File: src/rtl/ula_video_monitor.sv
// ULA video output monitor: measures line and frame timing,
// checksums each frame and reports timing lock.
module ula_video_monitor #(
   parameter int LOCK_FRAMES = 2,
   parameter int SUM_W       = 24
) (
   input  logic             clk_sys,
   input  logic             reset,
   input  logic             ce_vid,
   input  logic             HSync,
   input  logic             VSync,
   input  logic             HBlank,
   input  logic [2:0]       Rx,
   input  logic [2:0]       Gx,
   input  logic [2:0]       Bx,
   output logic [9:0]       line_len,
   output logic [6:0]       hs_width,
   output logic [8:0]       frame_lines,
   output logic [3:0]       vs_lines,
   output logic [SUM_W-1:0] frame_sum,
   output logic             frame_valid,
   output logic             locked,
   output logic             err
);

   typedef enum logic [1:0] {
      SEARCH,
      MEASURE,
      LOCKED
   } state_t;

   state_t           state;
   logic             hs_p;
   logic             vs_p;
   logic [9:0]       pc;
   logic [6:0]       hs_cnt;
   logic [8:0]       lc;
   logic [3:0]       vc;
   logic [SUM_W-1:0] sum;
   logic [9:0]       ref_len;
   logic [8:0]       ref_lines;
   logic [3:0]       ref_vs;
   logic [3:0]       match;

   logic             hs_rise;
   logic             hs_fall;
   logic             vs_rise;
   logic [9:0]       pc_inc;
   logic [9:0]       len_n;
   logic [SUM_W-1:0] sum_n;
   logic [3:0]       match_n;
   logic             same_ref;
   logic             sat_err;
   logic             lock_err;

   assign hs_rise = HSync & ~hs_p;
   assign hs_fall = ~HSync & hs_p;
   assign vs_rise = VSync & ~vs_p;
   assign pc_inc  = (pc == 10'd1023) ? pc : pc + 10'd1;
   assign len_n   = hs_rise ? pc_inc : line_len;
   assign sum_n   = sum + ((HBlank | VSync) ? '0
                                            : SUM_W'({Rx, Gx, Bx}));

   // Frame-end compare sees the line length updated on this sample
   assign same_ref = (len_n == ref_len) && (lc == ref_lines)
                     && (vc == ref_vs);
   assign match_n  = same_ref ? match + 4'd1 : 4'd1;
   assign sat_err  = (hs_rise && pc == 10'd1023)
                     || (vs_rise && lc == 9'd511);
   assign lock_err = (state == LOCKED)
                     && ((hs_rise && pc_inc != ref_len)
                         || (vs_rise && (lc != ref_lines
                                         || vc != ref_vs)));

   always_ff @(posedge clk_sys or posedge reset) begin
      if (reset) begin
         state       <= SEARCH;
         hs_p        <= 1'b0;
         vs_p        <= 1'b0;
         pc          <= '0;
         hs_cnt      <= '0;
         lc          <= '0;
         vc          <= '0;
         sum         <= '0;
         ref_len     <= '0;
         ref_lines   <= '0;
         ref_vs      <= '0;
         match       <= '0;
         line_len    <= '0;
         hs_width    <= '0;
         frame_lines <= '0;
         vs_lines    <= '0;
         frame_sum   <= '0;
         frame_valid <= 1'b0;
         locked      <= 1'b0;
         err         <= 1'b0;
      end else begin
         frame_valid <= 1'b0;
         if (ce_vid) begin
            hs_p     <= HSync;
            vs_p     <= VSync;
            pc       <= hs_rise ? 10'd0 : pc_inc;
            line_len <= len_n;
            if (HSync)
               hs_cnt <= (hs_cnt == 7'd127) ? hs_cnt : hs_cnt + 7'd1;
            else
               hs_cnt <= 7'd0;
            if (hs_fall)
               hs_width <= hs_cnt;
            if (vs_rise) begin
               lc  <= {8'd0, hs_rise};
               vc  <= {3'd0, hs_rise};
               sum <= '0;
            end else begin
               sum <= sum_n;
               if (hs_rise && lc != 9'd511)
                  lc <= lc + 9'd1;
               if (hs_rise && VSync && vc != 4'd15)
                  vc <= vc + 4'd1;
            end
            if (vs_rise && state != SEARCH) begin
               frame_lines <= lc;
               vs_lines    <= vc;
               frame_sum   <= sum_n;
               frame_valid <= 1'b1;
            end
            if (sat_err || lock_err) begin
               state  <= SEARCH;
               locked <= 1'b0;
               err    <= 1'b1;
            end else begin
               unique case (state)
                  SEARCH: begin
                     if (vs_rise) begin
                        state     <= MEASURE;
                        match     <= '0;
                        ref_len   <= '0;
                        ref_lines <= '0;
                        ref_vs    <= '0;
                     end
                  end
                  MEASURE: begin
                     if (vs_rise) begin
                        match <= match_n;
                        if (!same_ref) begin
                           ref_len   <= len_n;
                           ref_lines <= lc;
                           ref_vs    <= vc;
                        end
                        if (match_n >= 4'(LOCK_FRAMES)) begin
                           state  <= LOCKED;
                           locked <= 1'b1;
                        end
                     end
                  end
                  LOCKED: begin
                  end
                  default: state <= SEARCH;
               endcase
            end
         end
      end
   end

endmodule

File: config.mk
export PLATFORM = sky130hd
export DESIGN_NAME = ula_video_monitor
export DESIGN_NICKNAME = d
export VERILOG_FILES = /design/src/rtl/ula_video_monitor.sv
export SDC_FILE = /design/constraint.sdc
export NUM_CORES = 1
export LEC_CHECK = 0
export ABC_CLOCK_PERIOD_IN_PS = 4400
export BUFFER_PORTS_ARGS = -buffer_cell sky130_fd_sc_hd__buf_2
export CAP_MARGIN = 20
export CORE_ASPECT_RATIO = 1.25
export CORE_MARGIN = 4
export CORE_UTILIZATION = 50
export CTS_BUF_LIST = sky130_fd_sc_hd__clkbuf_4 sky130_fd_sc_hd__clkbuf_8
export CTS_CLUSTER_DIAMETER = 40
export DETAILED_ROUTE_END_ITERATION = 6
export PLACE_DENSITY = 0.68
export REMOVE_ABC_BUFFERS = 1
export SYNTH_ARGS = -nofsm -noshare
export SYNTH_HDL_FRONTEND = slang
export SYNTH_SLANG_ARGS = --single-unit
File: constraint.sdc
create_clock -name clk_sys -period 4.4 [get_ports clk_sys]
set_input_delay 0.22 -clock clk_sys [delete_from_list [all_inputs] [get_ports clk_sys]]
set_output_delay 0.22 -clock clk_sys [all_outputs]
set_load 0.05 [all_outputs]
# Word level (Yosys, flattened, before mapping)
# Index checks and enable logic that the tools add are counted.
[word_totals] latch_bits=0 ram_bits=0 reg_bits=142 mem_count=0 rom_bits=0
[classes] order_cmp=1 n_mux=37 eq_ne=21 reduce_logical=33 bitwise_logic=8 n_mul=0 n_shift=0 add_sub_neg=6 div=0
[ops] op="10-bit 2-to-1 mux" count=6
[ops] op="9-bit 2-to-1 mux" count=6
[ops] op="4-bit 2-to-1 mux" count=7
[ops] op="24-bit by 9-bit adder with 24-bit output" count=1
[ops] op="24-bit 2-to-1 mux" count=1
[ops] op="10-bit case mux with 2 select lines" count=1
[ops] op="9-bit case mux with 2 select lines" count=1
[ops] op="4-bit case mux with 2 select lines" count=2
[ops] op="7-bit 2-to-1 mux" count=2
[ops] op="2-bit nonzero test" count=7
[ops] op="2-bit AND reduction" count=6
[ops] op="1-bit logical AND" count=11
[ops] op="10-bit by 1-bit adder with 10-bit output (second input constant)" count=1
[ops] op="10-bit equality test" count=1
[ops] op="10-bit equality test (second input constant)" count=1
[ops] op="10-bit != test" count=1
[ops] op="5-bit AND reduction" count=2
[ops] op="9-bit by 1-bit adder with 9-bit output (second input constant)" count=1
[ops] op="9-bit equality test" count=1
[ops] op="9-bit equality test (second input constant)" count=1
[ops] op="3-bit != test (second input constant)" count=3
[ops] op="9-bit != test" count=1
[ops] op="9-bit != test (second input constant)" count=1
[ops] op="4-bit by 1-bit adder with 4-bit output (second input constant)" count=2
[ops] op="other kinds (20)" count=39

# Depth between registers and ports, before layout
[depth] word_depth=12 depth_mapped=12 ltp_nobuf=12

# Worst setup path before layout
# Ideal clock, no wire load.
[synth_path] kind="flip-flop to flip-flop" start="register pc[0]" end="register ref_len[1]" period_less_slack_ns=2.776 path_stages_with_launch=11 arrival_time_ns=2.651 slack_ns=1.624 required_time_ns=4.275 path_cell_list="dfrtp_1 -> ha_1 -> and4_1 -> and3_1 -> o31ai_1 -> xnor2_1 -> o2111ai_1 -> nor4b_4 -> a21oi_2 -> buf_6 -> mux2_4"
[synth_via] elab_chain_cells=9 elab_cells_between_ends=20 classes_between="add/sub (1); eq/ne (4); mux (5); bitwise (1); reduce/logical (9)"
[synth_rtl] item="start: declaration" line_no="35" text="logic [9:0] pc;"
[synth_rtl] item="start signal: assignment" line_no="102" text="pc <= hs_rise ? 10'd0 : pc_inc;"
[synth_rtl] item="parallel branches: the longest is 9 deep, another holds 10-bit by 1-bit adder with 10-bit output"
[synth_rtl] item="end signal: assignment" line_no="146" text="ref_len <= len_n;"
[synth_rtl] item="end: declaration" line_no="40" text="logic [9:0] ref_len;"
# Parallel ways; which one is timed is not known. The select of a mux whose other input is x is not followed.
# A chain may end at the register's enable or synchronous reset.

# Final worst setup path
[layout_path] start="register pc[0]" end="register ref_lines[2]"
[layout_via] elab_chain_cells=9 elab_cells_between_ends=17 classes_between="add/sub (1); eq/ne (4); mux (2); bitwise (1); reduce/logical (9)"
[layout_rtl] item="parallel branches: the longest is 8 deep, another holds 10-bit by 1-bit adder with 10-bit output"
[layout_rtl] item="6-bit AND reduction (no line) (*)"
[layout_rtl] item="end signal: assignment" line_no="147" text="ref_lines <= lc;"
[layout_rtl] item="end: declaration" line_no="41" text="logic [8:0] ref_lines;"
# Mark *: on every way between the ends.

==> impl_results.md <==
- Iter 0 DRT Violations: approximately 360
- Combined area of the multi-input logic cells: around 0.0040 sq mm
- Setup Viol. Count Final: 0
- Crit start category: flip-flop
- Post-synth EDFFs: 0
- Layout Nets: about 950
- Die area: ~0.018 sq mm
- Rows: about 50
- Final Non-Filler Cells: 1,141
- Global-route wire length before repair: about 32 mm
- Pwr Density: approximately 420 mW/mm^2
- First-pass DRT Iterations: 5
- Nature of the critical path endpoint: flip-flop
- FFs w/ async S/R, synth: 1.00
- Residual DRC: 0
- Root Driver: clkbuf_8
- Die span in x: roughly 120 microns
- Total negative setup slack: 0 ns
- Sink Count: between 100 and 150
- GR Overflow Total: 0
- Die span in y: about 150 microns
- Post-Syn Area per Cell: between 9 and 10 sq um
- FMAX: between 0.2 and 0.3 GHz
- Clk_skew: 0.00821 ns
- Critical path type: reg2reg
- Slowest-stage cell, CP: a21oi_2
- Yosys cell types: 68
- Final Hold Viols: 0
- Avg WL per Cell: between 15 and 20 microns
- VDD IR max: just under 0.2 mV
- CP max stage delay: ~0.72 ns
- R2r worst-path depth: 11
- I/O Buffers: 71
- H-tree levels: 4
- Outcome: complete, no violations
- Worst R2R Start: pc[0]$_DFFE_PP0P_
- Placeable Area: around 0.016 sq mm
- Antenna violations before repair: 0
- Hold Crit Depth: 3
- FF+latch count, synth: ~140
- CP max FO: 13
- Post-synth top flop: dfrtp_1
- CTS tree: built
- Later-pin clock latency in the skew report: ~0.45 ns
- R2R Setup Slk: between 0.6 and 0.7 ns
- Starting Density: 0.507
- Routed vias: approximately 6,400
- Fraction of layout cells with a size suffix above 1: 0.165
- I/O pin cnt: 72
- Layout area overhead: 11.7%
- Hold_ws: between 0.08 and 0.09 ns
- Vias/cell: 5.59
- Arrival time at the worst endpoint: 4.14 ns
- Synthesized area: roughly 0.008 sq mm
- LEAKAGE: about 4 nW
- Register area: 0.00355 sq mm
- ANT nets after route: 0
- Most frequent CP cell: buf_4
- Worst Hold Class: in2reg
- Hold_sp: VSync
- Maxcap violations: 0
- Yosys warnings: 0
- Clock slew at reported path FFs: about 0.080 ns
- Post-Synthesis Cells: 860
- R2r endpoint: ref_lines[2]$_DFFE_PP0P_
- Filler cells: about 1,500
- Vias in the first global route: ~6,300
- Worst-path cell chain: ha_1 > buf_4 > and4_1 > a21oi_1 > o31ai_1 > xnor2_1 > o2111ai_1 > nor4b_4 > a21oi_2 > buf_4 > mux2i_1
- Slew headroom: 0.380
- Placed insts: around 1,100
- CP required: roughly 4.8 ns
- Post_cts resized: 0
- GP Congestion: roughly 0.96
- N_diodes: 0
- Post-route minimum period: 3.77 ns
- Register area share after synthesis: 0.452
- Tcrit/Tclk final: 0.857
- GRT Overall Usage: 0.222
- Clk buf depth: 2
- Largest net degree at the start of global routing: between 70 and 80
- Detailed Route WL: about 19 mm
- Slew Limit Fails: 0
- Num CTS Buffers: 17
- Hold Path End: vs_p$_DFFE_PP0P_
- RSZ-0062 raised after global routing: no
- Detailed placement HPWL: 13.1 mm
- Worst slew pin tran: about 0.93 ns
-- per-stage QoR --
step	power [W]	util	setup slack [ns]	instance area [sq um]
6_report	0.00370	0.567	0.628	8790
5_1_grt	0.00391	0.567	0.421	8790
4_1_cts	0.00374	0.567	0.673	8790
3_5_place_dp	0.00273	0.542	0.712	8400
3_3_place_gp	0.00271	0.542	0.794	8400
2_1_floorplan	0.00244	-	0.370	7660
-- cells in the mapped netlist (7+ instances only) --
library cell | count | share of area
dfrtp_1 | 142 | 0.45
xor2_1 | 19 | 0.021
xnor2_1 | 43 | 0.048
o22ai_1 | 7 | 0.0056
o31ai_1 | 7 | 0.0067
clkbuf_1 | 36 | 0.017
ha_1 | 15 | 0.024
nand4_1 | 14 | 0.011
nor4_1 | 7 | 0.0056
nand2_1 | 150 | 0.072
and2_1 | 13 | 0.010
buf_2 | 9 | 0.0057
and3_1 | 13 | 0.010
mux2i_1 | 24 | 0.031
nand3_1 | 30 | 0.019
a21oi_1 | 29 | 0.018
inv_1 | 37 | 0.018
mux2_2 | 12 | 0.017
o21ai_0 | 65 | 0.041
a21o_1 | 8 | 0.0076
o2bb2ai_1 | 13 | 0.014
a22o_1 | 8 | 0.0089
nor2_1 | 57 | 0.027
nor3_1 | 7 | 0.0045
-- kinds of logic after synthesis --
| kind of cell | after synthesis | share of synthesized area |
|---|---|---|
| mux | 39 | 0.0535 |
| buf+inv | 87 | 0.0445 |
| flops | 142 | 0.452 |
| xor+xnor | 62 | 0.0690 |
| compound gates | 185 | 0.154 |
| fa+ha+maj | 16 | 0.0264 |
| simple gates | 329 | 0.201 |
-- cell type report --
| type | count | share of cell area |
|---|---|---|
| Clock inverter | 13 | 0.0130 |
| Sequential cell | 142 | 0.404 |
| Clock buffer | 19 | 0.0298 |
| Multi-Input combinational cell | 631 | 0.452 |
| Tap cell | 212 | 0.0302 |
| Inverter | 38 | 0.0168 |
| Timing Repair Buffer | 86 | 0.0535 |
-- sequential cells by signal, summed over array words and instances, names as in the netlist, 2 cells and up --
register	count
frame_sum	24
sum	24
line_len	10
pc	10
ref_len	10
frame_lines	9
lc	9
ref_lines	9
hs_cnt	7
hs_width	7
match	4
ref_vs	4
vc	4
vs_lines	4
state	2
-- timing repair --
action,in CTS,in global routing
hold buffers,1,0
hold endpoints to repair,72,0
buffers inserted,0,0
-- routing by layer --
metal | wire length (microns) | share of wire | up-vias | global-route usage
met1 | 8340 | 0.44 | 3065 | 0.296
met2 | 8970 | 0.48 | 161 | 0.361
li1 | - | - | 3111 | -
met3 | 1030 | 0.055 | 36 | 0.0430
met4 | 445 | 0.024 | 0 | 0.0854
met5 | 0 | 0 | - | 0
-- cell usage in the layout (no fill, tap or decap), types with 4 or more instances in the layout --
cell,count
clkinvlp_4,5
buf_4,14
and3_1,13
o31ai_1,7
nor3b_1,5
o22ai_1,7
mux2_2,12
or2_2,5
clkbuf_8,19
nand3_1,30
nor2b_1,6
nand2_1,150
or3_1,4
o2111ai_1,4
a21o_1,8
o2bb2ai_1,13
a211oi_1,6
inv_1,36
mux2i_1,24
nor3_1,7
dfrtp_1,142
ha_1,15
a31oi_1,6
xnor2_1,43
o21ai_0,65
clkinv_2,4
nand2b_1,5
nand4_1,14
a21oi_1,29
nor4_1,7
xor2_1,19
a22o_1,8
and2_1,13
buf_2,71
nand3b_1,4
nor2_1,56
-- worst max-delay path: cells and delay by family (launching register included) --
kind                       cells  cell delay [ns]
AOI/OAI and AO/OA              4             1.46
xor gates and xnor gates       1             0.12
and+or+nand+nor                2             0.45
buffers and inverters          2             0.56
DFF                            1             0.58
muxes                          1             0.23
adders and majority gates      1             0.29
-- how the worst max path moves through the flow --
stage / slack (ns) / startpoint / endpoint
6_report: 0.63 / pc[0]$_DFFE_PP0P_ / ref_lines[2]$_DFFE_PP0P_
3_3_place_gp: 0.79 / pc[0]$_DFFE_PP0P_ / ref_lines[6]$_DFFE_PP0P_
2_1_floorplan: 0.37 / reset / err$_DFFE_PP0P_
5_1_grt: 0.42 / pc[0]$_DFFE_PP0P_ / ref_lines[4]$_DFFE_PP0P_
3_5_place_dp: 0.71 / pc[0]$_DFFE_PP0P_ / ref_lines[4]$_DFFE_PP0P_
4_1_cts: 0.67 / pc[0]$_DFFE_PP0P_ / ref_lines[2]$_DFFE_PP0P_
-- power breakdown --
group	total [W]	leakage (nW)	internal [W]	switching, W
sequential	0.00166	1.91	0.00147	0.000187
clock	0.00100	0.180	0.000475	0.000526
combinational	0.00104	2.00	0.000362	0.000679
total	0.00370	4.09	0.00231	0.00139
No activity file was read; power rests on OpenSTA's default activity.
